### src/rtl/camera_view_controller.sv
// Camera view sequencer: turns debounced left/right presses into timed view
// transitions for the renderer, with a one-deep buffer for presses made mid-turn.
module camera_view_controller #(
    parameter int TRANSITION_FRAMES = 8
) (
    input  logic       clk,
    input  logic       reset,
    input  logic       frame_tick,
    input  logic       enable,
    input  logic       btn_left,
    input  logic       btn_right,
    output logic [2:0] camera_view,
    output logic       turning,
    output logic [7:0] turn_progress
);

    typedef enum logic [2:0] {
        ST_ILLEGAL = 3'b000,
        ST_FORWARD = 3'b001,
        ST_FTOL    = 3'b010,
        ST_LEFT    = 3'b011,
        ST_LTOF    = 3'b100,
        ST_FTOR    = 3'b101,
        ST_RIGHT   = 3'b110,
        ST_RTOF    = 3'b111
    } view_state_t;

    typedef enum logic [1:0] {
        PEND_NONE  = 2'b00,
        PEND_LEFT  = 2'b01,
        PEND_RIGHT = 2'b10
    } pending_t;

    localparam logic [7:0] LAST_COUNT = 8'(TRANSITION_FRAMES - 1);

    view_state_t state, state_next;
    pending_t    pending, pending_next;
    logic [7:0]  count, count_next;
    logic        turning_q, turning_next;
    logic        btn_left_q, btn_right_q;

    logic        edge_l, edge_r;
    logic        req_l, req_r;
    logic        eff_l, eff_r;
    logic        tick_done;

    // Simultaneous edges on both buttons cancel each other out.
    always_comb begin
        edge_l = btn_left  & ~btn_left_q;
        edge_r = btn_right & ~btn_right_q;
        req_l  = edge_l & ~edge_r;
        req_r  = edge_r & ~edge_l;
        eff_l  = req_l | (~req_r & ~req_l & (pending == PEND_LEFT));
        eff_r  = req_r | (~req_r & ~req_l & (pending == PEND_RIGHT));
        tick_done = frame_tick && (count == LAST_COUNT);
    end

    always_comb begin
        state_next   = state;
        pending_next = pending;
        count_next   = count;

        if (!enable) begin
            state_next   = ST_FORWARD;
            pending_next = PEND_NONE;
            count_next   = 8'd0;
        end else begin
            case (state)
                ST_FORWARD: begin
                    pending_next = PEND_NONE;
                    count_next   = 8'd0;
                    if (eff_l)
                        state_next = ST_FTOL;
                    else if (eff_r)
                        state_next = ST_FTOR;
                end
                ST_LEFT: begin
                    pending_next = PEND_NONE;
                    count_next   = 8'd0;
                    if (eff_r)
                        state_next = ST_LTOF;
                end
                ST_RIGHT: begin
                    pending_next = PEND_NONE;
                    count_next   = 8'd0;
                    if (eff_l)
                        state_next = ST_RTOF;
                end
                ST_FTOL, ST_LTOF, ST_FTOR, ST_RTOF: begin
                    if (req_l)
                        pending_next = PEND_LEFT;
                    else if (req_r)
                        pending_next = PEND_RIGHT;
                    if (tick_done) begin
                        count_next = 8'd0;
                        case (state)
                            ST_FTOL: state_next = ST_LEFT;
                            ST_FTOR: state_next = ST_RIGHT;
                            default: state_next = ST_FORWARD;
                        endcase
                    end else if (frame_tick) begin
                        count_next = count + 8'd1;
                    end
                end
                default: begin
                    state_next   = ST_FORWARD;
                    pending_next = PEND_NONE;
                    count_next   = 8'd0;
                end
            endcase
        end

        turning_next = (state_next == ST_FTOL) || (state_next == ST_LTOF) ||
                       (state_next == ST_FTOR) || (state_next == ST_RTOF);
    end

    // Edge registers start high so a button held through reset needs a release first.
    always_ff @(posedge clk or posedge reset) begin
        if (reset) begin
            state       <= ST_FORWARD;
            pending     <= PEND_NONE;
            count       <= 8'd0;
            turning_q   <= 1'b0;
            btn_left_q  <= 1'b1;
            btn_right_q <= 1'b1;
        end else begin
            state       <= state_next;
            pending     <= pending_next;
            count       <= count_next;
            turning_q   <= turning_next;
            btn_left_q  <= btn_left;
            btn_right_q <= btn_right;
        end
    end

    assign camera_view   = state;
    assign turning       = turning_q;
    assign turn_progress = count;

endmodule

### config.mk
export PLATFORM = sky130hd
export DESIGN_NAME = camera_view_controller
export DESIGN_NICKNAME = d
export VERILOG_FILES = /design/src/rtl/camera_view_controller.sv
export SDC_FILE = /design/constraint.sdc
export NUM_CORES = 1
export LEC_CHECK = 0
export CORE_ASPECT_RATIO = 0.8
export CORE_UTILIZATION = 45
export CTS_BUF_LIST = sky130_fd_sc_hd__clkbuf_4 sky130_fd_sc_hd__clkbuf_8 sky130_fd_sc_hd__clkbuf_16
export CTS_CLUSTER_DIAMETER = 100
export DETAILED_ROUTE_END_ITERATION = 12
export HOLD_SLACK_MARGIN = 0.08
export PLACE_DENSITY = 0.81
export SYNTH_ARGS = -nofsm -noshare
export SYNTH_HDL_FRONTEND = slang
export SYNTH_SLANG_ARGS = --single-unit
### constraint.sdc
create_clock -name clk -period 3.85 [get_ports clk]
set_clock_uncertainty 0.1 [all_clocks]
set_input_delay 0.77 -clock clk [delete_from_list [all_inputs] [get_ports clk]]
set_output_delay 0.77 -clock clk [all_outputs]
set_load 0.05 [all_outputs]
==> run_results.csv, run 1 <==
group,metric,value,unit
cells_and_area,utilization,0.603,
place,pre_cts_ws,0.848,ns
clock_tree,clk-insertion-delay-late,0.29,ns
die,rows,14,
die,dieArea,0.00236,mm²
synth,synth.most_common_cell,"dfrtp_1",
clock_tree,htree_levels,1,
route,vias,770,
route,remaining_drc_errors,0,
cells_and_area,area_growth,21.4,%
die,die_y,43.6,µm
sta,min_period_over_period,0.701,
place,place.gp.congestion,0.873,
clock_tree,cts_max_path_buffers,2,
power_and_ir_drop,p_per_area,316,mW/mm²
sta,slew_violations,0,
route,drt_iter0_drc,14,
sta,finalSetupViolations,0,
global_route,grt_pass1_vias,728,
synth,synthCells,97,
sta,hold_viol,0,
cells_and_area,nets,124,
synth,yosys-top-cells-count,"dfrtp_1 (13), inv_1 (7), xor2_1 (7)",
place,dp_hpwl,1450,µm
route,wl_per_cell,13.8,µm
sta,fin_ws,1.15,ns
power_and_ir_drop,p_leak,0.479,nW
clock_tree,clk_pin_slew,0.09,ns
synth,synth_ff_type,"dfrtp_1",
critical_path,crit_path_start_kind,"input port",
global_route,antenna_found_initial,0,
critical_path,endpoint_kind,"register",
sta,slew_headroom,0.608,
synth,synthDistinctLibCells,41,
synth,synth_area_leaders,"dfrtp_1 (33%), dfstp_2 (8.1%), xor2_1 (6.3%), ha_1 (3.9%), a21oi_1 (3.1%)",
synth,netlist_area,975,µm²
synth,syn_nets,106,
place,io_buffers,17,
critical_path,required,3.92,ns
synth,ys_ff_latch,16,
sta,worstMarginPinSlew,0.588,ns
sta,timing.setup.tns,0,ns
sta,max_freq,0.370,GHz
sta,post-route-min-period,2.70,ns
synth,synth_top_area_share,0.334,
global_route,grt_pass1_wl,3260,µm
clock_tree,cts_setup_buffers,0,
place,place_area,0.00115,mm²
synth,synth_top_cell_by_area,"dfrtp_1",
cells_and_area,final_area,0.00118,mm²
route,wirelength,1910,µm
synth,synthArstFlopShare,1.00,
power_and_ir_drop,peakVddDrop,0.280,mV
clock_tree,cts_sinks,16,
die,io_pins,18,
critical_path,critPathKind,"input port to register",
run_status,outcome,"finished clean",
clock_tree,cts.root.buffer_cell,"clkbuf_4",
route,routed.top_layer,"met4",
sta,rsz0062_at_grt,"false",
route,viasPerCell,5.58,
cells_and_area,drive_gt1_frac,0.114,
synth,yosysSeqAreaShare,0.415,
clock_tree,cts_tree,"done",
route,wl_met2,846,µm
global_route,grt_remaining_overflow,0,
die,core,0.00196,mm²
die,die_x,54.0,µm
global_route,grt_util_all_layers,0.192,
synth,syn_area_per_cell,10.0,µm²
synth,yosys_warnings,0,
cells_and_area,antennaDiodeCount,0,
clock_tree,cts_resized,0,
route,ant_nets,0,
synth,synth_edf_count,0,
route,met1_length,952,µm
critical_path,critPathArrivalTime,2.77,ns
critical_path,worst-path-max-fanout,4,
route,route.met3.wl,93,µm
die,initial_core_util,0.497,
hold_path,hp-class,"register to register",
clock_tree,numCtsBuffers,3,
global_route,grt_max_degree,17,
run,max_cap_violations,0,
route,drtPass1Iterations,4,
clock_tree,cts_hold_buf,0,
-- layout by cell type, fill, tap and decap left out, drive strengths merged, types with 2 or more instances in the layout --
cell,count
dfstp,3
dfrtp,13
a21oi,6
nand2b,4
nand3,4
o41ai,3
nor2b,4
nand2,6
clkbuf,4
inv,7
o21ai,3
nand4,2
a311oi,2
ha,3
xor2,7
clkdlybuf4s50,17
o211ai,2
nor2,6
and3,2
o2111ai,2
-- cell families (layout without fill, tap and decap cells) --
kind of cell | Yosys count | count (layout) | share of synthesized area
AND/OR/NAND/NOR | 37 | 37 | 0.254
AO/OA/AOI/OAI | 23 | 23 | 0.175
flip-flops | 16 | 16 | 0.415
buffers and inverters | 11 | 28 | 0.0552
XOR/XNOR | 7 | 7 | 0.0629
adder cells (fa/ha/maj) | 3 | 3 | 0.0385
-- through the flow --
stage / power, W / cells / hold slack, ns
after floorplan: 0.000246 / 97 / 0.458
after global placement: 0.000265 / 134 / 0.489
after detailed placement: 0.000267 / 134 / 0.500
after CTS: 0.000379 / 138 / 0.523
after global routing: 0.000395 / 138 / 0.557
final: 0.000374 / 138 / 0.522
-- sequential cells by signal, indices dropped and copies added (netlist names) --
name	cells
turn_progress	8
camera_view	3
pending	2
btn_left_q	1
btn_right_q	1
turning	1
-- power breakdown --
part / switching [W] / total (W) / internal, W / leakage, nW
clock network: 0.0000522 / 0.000110 / 0.0000577 / 0.0210
logic: 0.0000448 / 0.0000751 / 0.0000303 / 0.246
registers: 0.0000129 / 0.000189 / 0.000176 / 0.212
total: 0.000110 / 0.000374 / 0.000264 / 0.479
-- layout make-up --
type                            instances  area (µm²)
Inverter                                7        26.3
Clock buffer                            4        36.3
Sequential cell                        16         404
Multi-Input combinational cell         70         517
Timing Repair Buffer                   17         170
Fill cell                             166         778
Tap cell                               24        30.0
-- worst paths after layout --
| path | startpoint | endpoint | slack, ns | depth (start not counted) |
|---|---|---|---|---|
| hold / removal | pending[0] | pending[0] | 0.52 | 2 |
| setup reg to reg | btn_left_q | turning | 1.66 | 8 |
| hold reg to reg | pending[0] | pending[0] | 0.52 | 2 |
| setup / recovery | btn_left | turning | 1.15 | 9 |
| min in group asynchronous | reset | pending[0] | 0.73 | 2 |
| max in group asynchronous | reset | turn_progress[2] | 2.54 | 2 |
-- metal layers --
| metal | vias up | GRT usage |
|---|---|---|
| met5 | - | 0 |
| met4 | 0 | 0.0462 |
| met3 | 3 | 0.0702 |
| met2 | 17 | 0.259 |
| met1 | 363 | 0.287 |
| li1 | 387 | - |
-- worst max-delay path, cell delays in order --
cell,delay (ns)
clkdlybuf4s50_1,0.47
nor2b_1,0.17
ha_1,0.28
and3b_1,0.22
o41ai_1,0.25
a221o_1,0.20
nand3_1,0.12
o211ai_1,0.18
o31ai_1,0.09
(Power assumes the default switching activity.)
==> inputs of run 2 (changes only) <==
--- a/config.mk
+++ b/config.mk
@@ -11,7 +11,7 @@
 export CTS_CLUSTER_DIAMETER = 100
 export DETAILED_ROUTE_END_ITERATION = 12
 export HOLD_SLACK_MARGIN = 0.08
-export PLACE_DENSITY = 0.81
+export PLACE_DENSITY = 0.84
 export SYNTH_ARGS = -nofsm -noshare
 export SYNTH_HDL_FRONTEND = slang
 export SYNTH_SLANG_ARGS = --single-unit
==> constraint.sdc (replaced) <==
create_clock -name clk -period 2.3 [get_ports clk]
set_clock_uncertainty 0.1 [all_clocks]
set_input_delay 0.46 -clock clk [delete_from_list [all_inputs] [get_ports clk]]
set_output_delay 0.46 -clock clk [all_outputs]
set_load 0.05 [all_outputs]
==> run 2 against run 1 <==
  * Final area increased by 9.8%
  * Largest cell class unchanged
  * Non-clock buffer count increased by 10
  * Hold slack got worse by 0.30 ns
  * Utilization increased by 5.9 points
  * Wire length increased by 23%
  * Total power increased by 79%
  * Via count increased by 7.3%
  * Critical path type is now register to primary output
  * Sequential share of layout area decreased by 3.1 points
==> run_results.csv, run 2 (synthesized netlist as in run 1, its figures left out) <==
group,metric,value,unit
sta,hold_viol,0,
clock_tree,cts_max_path_buffers,2,
power_and_ir_drop,peakVddDrop,0.419,mV
place,dp_hpwl,1550,µm
clock_tree,clk-insertion-delay-late,0.29,ns
sta,min_period_over_period,0.956,
sta,slew_violations,0,
critical_path,crit_path_start_kind,"register",
global_route,grt_pass1_vias,778,
sta,timing.setup.tns,0,ns
run,max_cap_violations,0,
power_and_ir_drop,p_leak,0.560,nW
clock_tree,cts_sinks,16,
critical_path,slowest_stage,"clkdlybuf4s50_1",
sta,slew_headroom,0.592,
global_route,antenna_found_initial,0,
critical_path,critPathMaxStageDelay,0.86,ns
clock_tree,cts.root.buffer_cell,"clkbuf_4",
sta,fin_ws,0.101,ns
critical_path,worst-path-max-fanout,5,
sta,post-route-min-period,2.20,ns
route,ant_nets,0,
cells_and_area,drive_gt1_frac,0.250,
route,drtPass1Iterations,4,
die,rows,14,
critical_path,path_delay_family,"buffers and inverters",
place,placed_cells,142,
route,wl_per_cell,15.8,µm
critical_path,required,1.74,ns
critical_path,cp-startpoint,"turn_progress[5]",
cells_and_area,area_growth,33.4,%
clock_tree,numCtsBuffers,3,
sta,max_freq,0.455,GHz
global_route,grt_pass1_wl,3560,µm
critical_path,worstReg2RegStart,"btn_right_q",
hold_path,hp-class,"input port to register",
critical_path,critPathArrivalTime,1.64,ns
run_status,outcome,"finished clean",
sta,rsz0062_at_grt,"true",
sta,finalSetupViolations,0,
global_route,grt_max_degree,17,
critical_path,endpoint_kind,"primary output",
clock_tree,htree_levels,1,
route,drt_iter0_drc,14,
place,place.gp.congestion,0.836,
place,pre_cts_ws,-0.349,ns
cells_and_area,largest_reg_flops,8,
hold_path,hp-start,"btn_left",
critical_path,crit_chain,"clkdlybuf4s50_1",
global_route,grt_remaining_overflow,0,
route,wirelength,2340,µm
critical_path,path_buf_inv,1,
cells_and_area,final_cell_mix,"dfrtp_1 (13), clkdlybuf4s50_1 (13), buf_4 (12)",
critical_path,r2r_slack,0.12,ns
die,initial_core_util,0.497,
die,io_pins,18,
route,remaining_drc_errors,0,
route,viasPerCell,5.58,
cells_and_area,final_cells,148,
power_and_ir_drop,p_total,0.000669,W
die,dieArea,0.00236,mm²
cells_and_area,nets,134,
place,io_buffers,17,
die,core,0.00196,mm²
clock_tree,cts_tree,"done",
power_and_ir_drop,p_per_area,514,mW/mm²
die,die_x,54.0,µm
critical_path,critPathKind,"register to primary output",
die,die_y,43.6,µm
route,vias,826,
clock_tree,clk_pin_slew,0.10,ns
global_route,grt_util_all_layers,0.213,
cells_and_area,antennaDiodeCount,0,
cells_and_area,utilization,0.663,
sta,worstMarginPinSlew,0.612,ns
==> run 2: cell type report <==
type	instances	area, µm²
Fill cell	153	662
Multi-Input combinational cell	70	558
Sequential cell	16	404
Timing Repair Buffer	27	245
Clock buffer	4	36.3
Tap cell	24	30.0
Inverter	7	26.3
==> run 2: stage by stage <==
| stage | hold slack [ns] | instance area [µm²] |
|---|---|---|
| 2_1_floorplan | 0.272 | 975 |
| 3_3_place_gp | 0.479 | 1200 |
| 3_5_place_dp | 0.491 | 1200 |
| 4_1_cts | 0.441 | 1250 |
| 5_1_grt | 0.206 | 1300 |
| 6_report | 0.217 | 1300 |
==> run 2: metal layers <==
layer	track usage	part of all wire
met5	0	0
met3	0.0667	0.035
met4	0.0308	0.0034
met1	0.283	0.48
met2	0.348	0.48
==> run 2: final timing paths <==
| check | to | cells after the start |
|---|---|---|
| min reg2reg | turn_progress[1] | 2 |
| max reg2reg | turning | 8 |
| min | btn_left_q | 1 |
| min in group asynchronous | turn_progress[0] | 2 |
| max | turn_progress[5] | 1 |
| max in group asynchronous | camera_view[2] | 2 |
==> run 2: timing repair <==
action                     in CTS  in global routing
hold buffers                    0                  0
pin swaps                       2                  4
gates cloned                    0                  0
buffers inserted                0                  2
gates resized for setup         2                  7
setup endpoints to repair       2                  2
==> run 2: report_power, final <==
part | leakage [nW] | internal [W] | switching, W
logic | 0.327 | 0.0000689 | 0.0000889
clock network | 0.0210 | 0.0000965 | 0.0000990
registers | 0.212 | 0.000295 | 0.0000206
